--- src/rtl/teclado_pin_ctrl.sv ---
// PIN entry sequencer: filters keypad repeats, buffers four BCD digits, checks
// them against CODE and drives open / fail / lockout indications.
module teclado_pin_ctrl #(
    parameter logic [15:0] CODE           = 16'h1234,
    parameter int unsigned RELEASE_CYCLES = 1500000,
    parameter int unsigned TIMEOUT_CYCLES = 250000000,
    parameter int unsigned UNLOCK_CYCLES  = 150000000,
    parameter int unsigned FAIL_CYCLES    = 50000000,
    parameter int unsigned LOCKOUT_CYCLES = 1500000000,
    parameter int unsigned MAX_FAILS      = 3
) (
    input  logic        clk,
    input  logic        rst,
    input  logic        key_detected,
    input  logic [3:0]  digito,
    output logic [15:0] entry,
    output logic [2:0]  digit_count,
    output logic        key_ack,
    output logic        unlocked,
    output logic        error,
    output logic        locked,
    output logic [2:0]  state_o
);
    typedef enum logic [2:0] {
        IDLE    = 3'd0,
        ENTRY   = 3'd1,
        CHECK   = 3'd2,
        OPEN    = 3'd3,
        FAIL    = 3'd4,
        LOCKOUT = 3'd5
    } state_t;

    localparam int unsigned TMAX_A = (TIMEOUT_CYCLES > UNLOCK_CYCLES) ? TIMEOUT_CYCLES : UNLOCK_CYCLES;
    localparam int unsigned TMAX_B = (FAIL_CYCLES > LOCKOUT_CYCLES) ? FAIL_CYCLES : LOCKOUT_CYCLES;
    localparam int unsigned TMAX   = (TMAX_A > TMAX_B) ? TMAX_A : TMAX_B;
    localparam int TW = $clog2(TMAX + 1);
    localparam int RW = $clog2(RELEASE_CYCLES + 1);
    localparam int FW = $clog2(MAX_FAILS + 1);

    localparam logic [TW-1:0] T_TIMEOUT = TW'(TIMEOUT_CYCLES - 1);
    localparam logic [TW-1:0] T_UNLOCK  = TW'(UNLOCK_CYCLES - 1);
    localparam logic [TW-1:0] T_FAIL    = TW'(FAIL_CYCLES - 1);
    localparam logic [TW-1:0] T_LOCKOUT = TW'(LOCKOUT_CYCLES - 1);
    localparam logic [RW-1:0] R_ARM     = RW'(RELEASE_CYCLES - 1);
    localparam logic [FW-1:0] F_MAX     = FW'(MAX_FAILS);

    state_t          state_q, state_d;
    logic            armed_q, armed_d;
    logic [RW-1:0]   rel_q, rel_d;
    logic [TW-1:0]   timer_q, timer_d;
    logic [FW-1:0]   fail_q, fail_d;
    logic [15:0]     entry_q, entry_d;
    logic [2:0]      cnt_q, cnt_d;
    logic            ack_q, ack_d;
    logic            unlocked_q, error_q, locked_q;

    logic accept, is_digit, is_enter, is_bs, is_clr;

    assign accept   = key_detected && armed_q && (state_q == IDLE || state_q == ENTRY);
    assign is_digit = (digito <= 4'h9);
    assign is_enter = (digito == 4'hA);
    assign is_bs    = (digito == 4'hB);
    assign is_clr   = (digito == 4'hC);

    // Release filter: re-arm only after a full quiet window with no key.
    always_comb begin
        rel_d   = rel_q;
        armed_d = armed_q;
        if (key_detected) begin
            rel_d = '0;
            if (accept) armed_d = 1'b0;
        end else if (rel_q == R_ARM) begin
            armed_d = 1'b1;
        end else begin
            rel_d = rel_q + 1'b1;
        end
    end

    always_comb begin
        state_d = state_q;
        entry_d = entry_q;
        cnt_d   = cnt_q;
        fail_d  = fail_q;
        ack_d   = accept && (digito <= 4'hC);
        case (state_q)
            IDLE: begin
                if (accept && is_digit) begin
                    entry_d = {12'h0, digito};
                    cnt_d   = 3'd1;
                    state_d = ENTRY;
                end else if (accept && is_enter) begin
                    state_d = FAIL;
                end
            end
            ENTRY: begin
                if (accept) begin
                    if (is_digit) begin
                        if (cnt_q < 3'd4) begin
                            entry_d = {entry_q[11:0], digito};
                            cnt_d   = cnt_q + 3'd1;
                        end
                    end else if (is_bs) begin
                        entry_d = entry_q >> 4;
                        cnt_d   = cnt_q - 3'd1;
                        if (cnt_q == 3'd1) state_d = IDLE;
                    end else if (is_clr) begin
                        entry_d = '0;
                        cnt_d   = '0;
                        state_d = IDLE;
                    end else if (is_enter) begin
                        state_d = CHECK;
                    end
                end else if (timer_q == T_TIMEOUT) begin
                    entry_d = '0;
                    cnt_d   = '0;
                    state_d = IDLE;
                end
            end
            CHECK: begin
                entry_d = '0;
                cnt_d   = '0;
                if (cnt_q == 3'd4 && entry_q == CODE) begin
                    fail_d  = '0;
                    state_d = OPEN;
                end else begin
                    state_d = FAIL;
                end
            end
            OPEN: if (timer_q == T_UNLOCK) state_d = IDLE;
            FAIL: if (timer_q == T_FAIL) state_d = (fail_q == F_MAX) ? LOCKOUT : IDLE;
            LOCKOUT: begin
                if (timer_q == T_LOCKOUT) begin
                    fail_d  = '0;
                    state_d = IDLE;
                end
            end
            default: state_d = IDLE;
        endcase
        if (state_d == FAIL && state_q != FAIL && fail_q != F_MAX)
            fail_d = fail_q + 1'b1;
        // Shared timer; in ENTRY any accepted key counts as activity.
        if (state_d != state_q || state_q == IDLE || (state_q == ENTRY && accept))
            timer_d = '0;
        else
            timer_d = timer_q + 1'b1;
    end

    always_ff @(posedge clk or posedge rst) begin
        if (rst) begin
            state_q    <= IDLE;
            armed_q    <= 1'b1;
            rel_q      <= '0;
            timer_q    <= '0;
            fail_q     <= '0;
            entry_q    <= '0;
            cnt_q      <= '0;
            ack_q      <= 1'b0;
            unlocked_q <= 1'b0;
            error_q    <= 1'b0;
            locked_q   <= 1'b0;
        end else begin
            state_q    <= state_d;
            armed_q    <= armed_d;
            rel_q      <= rel_d;
            timer_q    <= timer_d;
            fail_q     <= fail_d;
            entry_q    <= entry_d;
            cnt_q      <= cnt_d;
            ack_q      <= ack_d;
            unlocked_q <= (state_d == OPEN);
            error_q    <= (state_d == FAIL);
            locked_q   <= (state_d == LOCKOUT);
        end
    end

    assign entry       = entry_q;
    assign digit_count = cnt_q;
    assign key_ack     = ack_q;
    assign unlocked    = unlocked_q;
    assign error       = error_q;
    assign locked      = locked_q;
    assign state_o     = state_q;
endmodule

--- config.mk ---
export PLATFORM = sky130hd
export DESIGN_NAME = teclado_pin_ctrl
export DESIGN_NICKNAME = d
export VERILOG_FILES = /design/src/rtl/teclado_pin_ctrl.sv
export SDC_FILE = /design/constraint.sdc
export NUM_CORES = 1
export LEC_CHECK = 0
export CORE_MARGIN = 2
export CORE_UTILIZATION = 50
export DETAILED_ROUTE_END_ITERATION = 10
export GPL_ROUTABILITY_DRIVEN = 1
export PLACE_DENSITY = 0.8
export REMOVE_ABC_BUFFERS = 1
export SLEW_MARGIN = 20
export SYNTH_ARGS = -nofsm -noshare
export SYNTH_HDL_FRONTEND = slang
export SYNTH_SLANG_ARGS = --single-unit
--- constraint.sdc ---
create_clock -name clk -period 2.6 [get_ports clk]
set_clock_uncertainty 0.2 [all_clocks]
set_input_delay 0.26 -clock clk [delete_from_list [all_inputs] [get_ports clk]]
set_output_delay 0.26 -clock clk [all_outputs]
set_load 0.005 [all_outputs]
**Word level (Yosys, flattened, before mapping)**

Cells that the tools add are included.

- Multipliers: 0
- Bitwise logic cells: 0
- Shift-type cells: 0
- Magnitude comparators: 3
- Div/mod/pow operators: 0
- Equality and inequality tests: 31
- Add/sub/neg operators: 5
- Mux-type cells: 41
- Reductions and logical operators: 19

Operators with widths:

| operator | number |
|---|---|
| two-way mux 16 bit | 7 |
| two-way mux 3 bit | 21 |
| equality test 31 x 28 -> 1 bit, second input constant | 2 |
| case mux 16 bit (3 select lines) | 1 |
| two-way mux 21 bit | 2 |
| adder 31 x 1 -> 31 bit, second input constant | 1 |
| equality test 31 x 26 -> 1 bit, second input constant | 1 |
| equality test 31 bit, second input constant | 1 |
| two-way mux 31 bit | 1 |
| adder 21 x 1 -> 21 bit, second input constant | 1 |
| equality test 21 bit, second input constant | 1 |
| case mux 3 bit (6 select lines) | 1 |
| equality test 16 x 13 -> 1 bit, second input constant | 1 |
| equality test 3 bit, second input constant | 5 |
| equality test 4 bit, second input constant | 3 |
| equality test 3 x 2 -> 1 bit, second input constant | 3 |
| logical AND 1 bit | 9 |
| != test 3 bit, second input constant | 3 |
| case mux 3 bit (3 select lines) | 1 |
| less-or-equal comparator 4 bit, second input constant | 2 |
| equality test 3 x 1 -> 1 bit, second input constant | 2 |
| two-way mux 2 bit | 3 |
| nonzero test 3 bit | 2 |
| != test 5 bit, second input constant | 1 |
| other kinds (18) | 24 |

- Logic and storage cells: 110
- Input port bits: 7
- Output and inout bits: 26
- Bits in latches: 0
- Memory bits (writable): 0
- Register bits: 81
- Memories: 0
- Bits in read-only memories: 0

**Longest topological paths before layout**

- Word-level depth: 12
- Mapped depth: 10
- Gate-level depth less buffers: 8

**Least setup slack after synthesis**

Ideal clock, no wire load.

- Path kind: flip-flop to flip-flop
- Start: register timer_q[0]
- End: register timer_q[19]
- Slack: 0.049 ns
- Cell stages (with the launch flop): 11
- Setup time: 0.130 ns
- Required time: 2.270 ns
- Path buffers: 3
- Arrival: 2.222 ns
- Path through: dfrtp_1 -> ha_1 -> and4_1 -> buf_2 -> nand3_1 -> or4_1 -> a211o_1 -> nor2_1 -> buf_4 -> buf_6 -> a211oi_1

- Cells in the longest elaborated chain, start to end: 8

Ends and longest elaborated chain:

| element | RTL line | source |
|---|---|---|
| start, declared | 50 | `logic [TW-1:0] timer_q, timer_d;` |
| start signal, assigned | 165 | `timer_q <= timer_d;` |
| equality test 31 x 28 -> 1 bit | 113 | `end else if (timer_q == T_TIMEOUT) begin` |
| two-way mux 3 bit | 113 |  |
| two-way mux 3 bit | 96 | `if (accept) begin` |
| case mux 3 bit (6 select lines) (*) | 85 | `case (state_q)` |
| named net state_d[2] | 47 | `state_t state_q, state_d;` |
| != test 3 bit (*) | 142 | `if (state_d != state_q \|\| state_q == IDLE \|\| (state_q == ENTRY && accept))` |
| logical OR 1 bit (*) (2 in series) | 142 |  |
| two-way mux 31 bit (*) | 142 |  |
| named net timer_d[19] | 50 |  |

The timed path passes the listed nets; every way through them passes the cells marked *.
A chain may end at the register's enable or synchronous reset.

**Worst setup path in the final report**

- Start: register timer_q[23]
- End: register fail_q[0]

- Cells in the longest elaborated chain, start to end: 9

Ends and longest elaborated chain:

| element | RTL line | source |
|---|---|---|
| equality test 31 x 28 -> 1 bit | 113 |  |
| two-way mux 3 bit | 113 |  |
| two-way mux 3 bit | 96 |  |
| case mux 3 bit (6 select lines) | 85 |  |
| equality test 3 bit | 139 | `if (state_d == FAIL && state_q != FAIL && fail_q != F_MAX)` |
| logical AND 1 bit (2 in series) | 139 |  |
| != test 3 bit (no source line) / nonzero test 3 bit (equally long branches) | -- |  |
| AND reduction 3 bit (no source line) | -- |  |
| end signal, assigned | 166 | `fail_q <= fail_d;` |
| end, declared | 51 | `logic [FW-1:0] fail_q, fail_d;` |

Parallel ways exist; a longest one is shown, timed or not.

==> impl_results.md <==
- Run status: complete, but fails checks
- Failing checks: setup timing
- RD Place Congestion: between 0.8 and 0.9
- Synthesized cell area: 4610 µm²
- Fillers: between 600 and 700
- Hold buffers post-CTS: 0
- Seq/Total Area, Yosys: 44.0%
- Lkg Pwr: 2.57 nW
- Period utilization: 104%
- Post-synth top area share: between 40% and 50%
- Top-level I/O count: 33
- Unrepaired setup endpoints after global routing: yes
- Routed vias: roughly 4200
- CTS tree: done
- CTS Buffer Depth: 2
- Main synth FF type: dfrtp_1
- Yosys cell types: between 50 and 60
- Met1 Use GR: 32.2%
- Area of the multi-input gates: ~2500 µm²
- Final worst slack: -103 ps
- Met2 GRT Util: approximately 43%
- Ratio of cells with drive above 1 in the final layout: around 25%
- Dominant cell type by area after synthesis: dfrtp_1
- Critical Path RT: between 2000 and 3000 ps
- Drt total wl: approximately 13000 µm
- Area delta synth->final: 29.8%
- Final instance area: around 6000 µm²
- Power Density: about 360 nW/µm²
- Largest net degree at the start of global routing: slightly above 40
- Crit path DAT: around 2800 ps
- Number of diodes: 0
- Residual DRC count: 0
- Fmax: about 370 MHz
- Via/cell ratio: between 6 and 7
- Worst Path Buf+Inv: 1
- Yosys Warn Count: 0
- CTS root buffer: clkbuf_8
- M3 GR Usage: under 10%
- Peak supply drop: slightly above 300 µV
- Final Max Tran Viols: 0
- Hold WC Path Type: input pin to asynchronous set/reset pin
- Rel. slew slack: roughly 60%
- Synthesized flop and latch total: 81
- Clk_lat worst skew: roughly 360 ps
- Crit path largest cell delay: between 400 and 500 ps
- Grt total ovfl: 0
- Worst Path Max Fanout: 4
- FF+latch area: approximately 2000 µm²
- Worst-Margin Slew: 575 ps
- Final setup vio count: 31
- Synth Instances: 464
- Most frequent cells in the layout: dfrtp_1 (80), buf_4 (70), nand2_1 (32), clkdlybuf4s50_1 (32), nor2_1 (31)
- Starting Density: about half
- Final core utilization: approximately 66%
- Routed Antenna Nets: 0
- Share of flip-flops with an asynchronous set or reset: 100%
- First-pass GRT wire length: 20000 µm
- Fin Setup TNS: -707 ps
- Total Routing Usage GR: 25.1%
- Cell Rows: 35
- Num CTS Buffers: 9
- Nets: about 580
- Port-buffer cells: 32
- Drt wl/cell: 18.6 µm
- DPL Wire Length: approximately 8100 µm
- Antenna violations before repair: 0
- Die area: approximately 10000 µm²
- Critical path class: flop to flop
- Vias in the first global route: a little over 4000
- Minimum clock period: 2700 ps
- Starting DRC count in detailed routing: approximately 260
- Pre-CTS worst setup slack: -178 ps
- Core area: around 9000 µm²
- # Max-Cap Violations: 0
- Die Y: 100 µm
- Area contributors post-synth: dfrtp_1 (43%), a211oi_1 (4.9%), xor2_1 (4.0%)
- Startpoint class of the critical path: flop
- Avg Cell Area, Syn: approximately 9.9 µm²
- Router iterations before antenna repair: 5
- H-Tree Depth: 3
- Most used routing layer: met2
- Cell chain of the critical path: buf_4, nor4b_1, and4_1, a31oi_2, or3_1, nor4_4, mux2i_1
- Placed inst area: ~5500 µm²
- Worst-path clk slew: roughly 80 ps
- Fin. Hold Viols: 0
- Die W: roughly 100 µm
- Slowest cell on the critical path: or3_1
- Total Power: ~2.2 mW
- Post-synth EDFFs: 0
- Commonest non-fill, non-tap cell in the layout: dfrtp_1
- Worst Setup End Kind: flop
- Clk sinks: just over 80
- Crit-path leading delay family: simple AND/OR/NAND/NOR gates
power by group:
group          switching, mW  total, mW  leakage (nW)  internal [mW]
clock                  0.467      0.809        0.0858          0.342
combinational         0.0566     0.0953          1.44         0.0388
sequential           0.00428       1.27          1.05           1.26
state kept, by name, indices dropped and copies added (netlist names):
register     cells
fail_q           2
timer_q         31
error            1
entry           16
armed_q          1
key_ack          1
digit_count      3
state_o          3
locked           1
rel_q           21
unlocked         1
per-layer routing:
layer	wire length, µm	up-vias	part of all wire [%]
met5	0	-	0
met4	272	0	2.2
met3	804	38	6.4
met2	6300	167	50
met1	5250	2040	42
li1	-	1910	-
repair_timing:
| item | 4_1_cts | 5_1_grt |
|---|---|---|
| gates cloned | 2 | 2 |
| setup endpoints to repair | 32 | 41 |
| resized for setup | 11 | 20 |
| pin swaps | 3 | 7 |
| setup buffers | 2 | 5 |
| hold endpoints to repair | 0 | 0 |
final timing paths:
path	slack, ps	from	depth (start not counted)	end
max	-100	timer_q[23]	7	fail_q[0]
min	20	rst	2	timer_q[5]
max reg2reg	-100	timer_q[23]	7	fail_q[0]
min reg2reg	310	fail_q[0]	1	fail_q[0]
max in group asynchronous	1570	rst	3	armed_q
min in group clk	310	fail_q[0]	1	fail_q[0]
layout make-up:
type                       instances  share of cell area, %
multi-input combinational        343                   42.4
sequential                        81                   33.9
clock inverter                     6                  0.606
inverter                          17                   1.09
tap                              111                   2.32
clock buffer                      10                   2.13
timing repair buffer             112                   17.5
stage by stage:
step	hold slack, ps	std cells
after global routing	45.4	680
final	20.1	680
after global placement	271	654
after CTS	28.1	673
after floorplan	123	441
after detailed placement	297	654
kinds of logic after synthesis:
kind of cell	after synthesis	synth area share [%]
xor+xnor	41	7.79
simple gates	188	23.3
flops	81	44.0
buf+inv	40	4.04
compound gates	84	13.4
fa+ha+maj	7	1.90
mux	23	5.59
cell usage after synthesis, types with 11 or more instances:
library cell	instances
clkbuf_1	11
xor2_1	21
nand4_1	18
a21oi_1	11
nor2_1	32
xnor2_1	20
or3_1	12
a211oi_1	30
inv_1	17
o21ai_0	11
nand2_1	33
nand3_1	18
dfrtp_1	80
nor3_1	12
(Power assumes the default switching activity.)
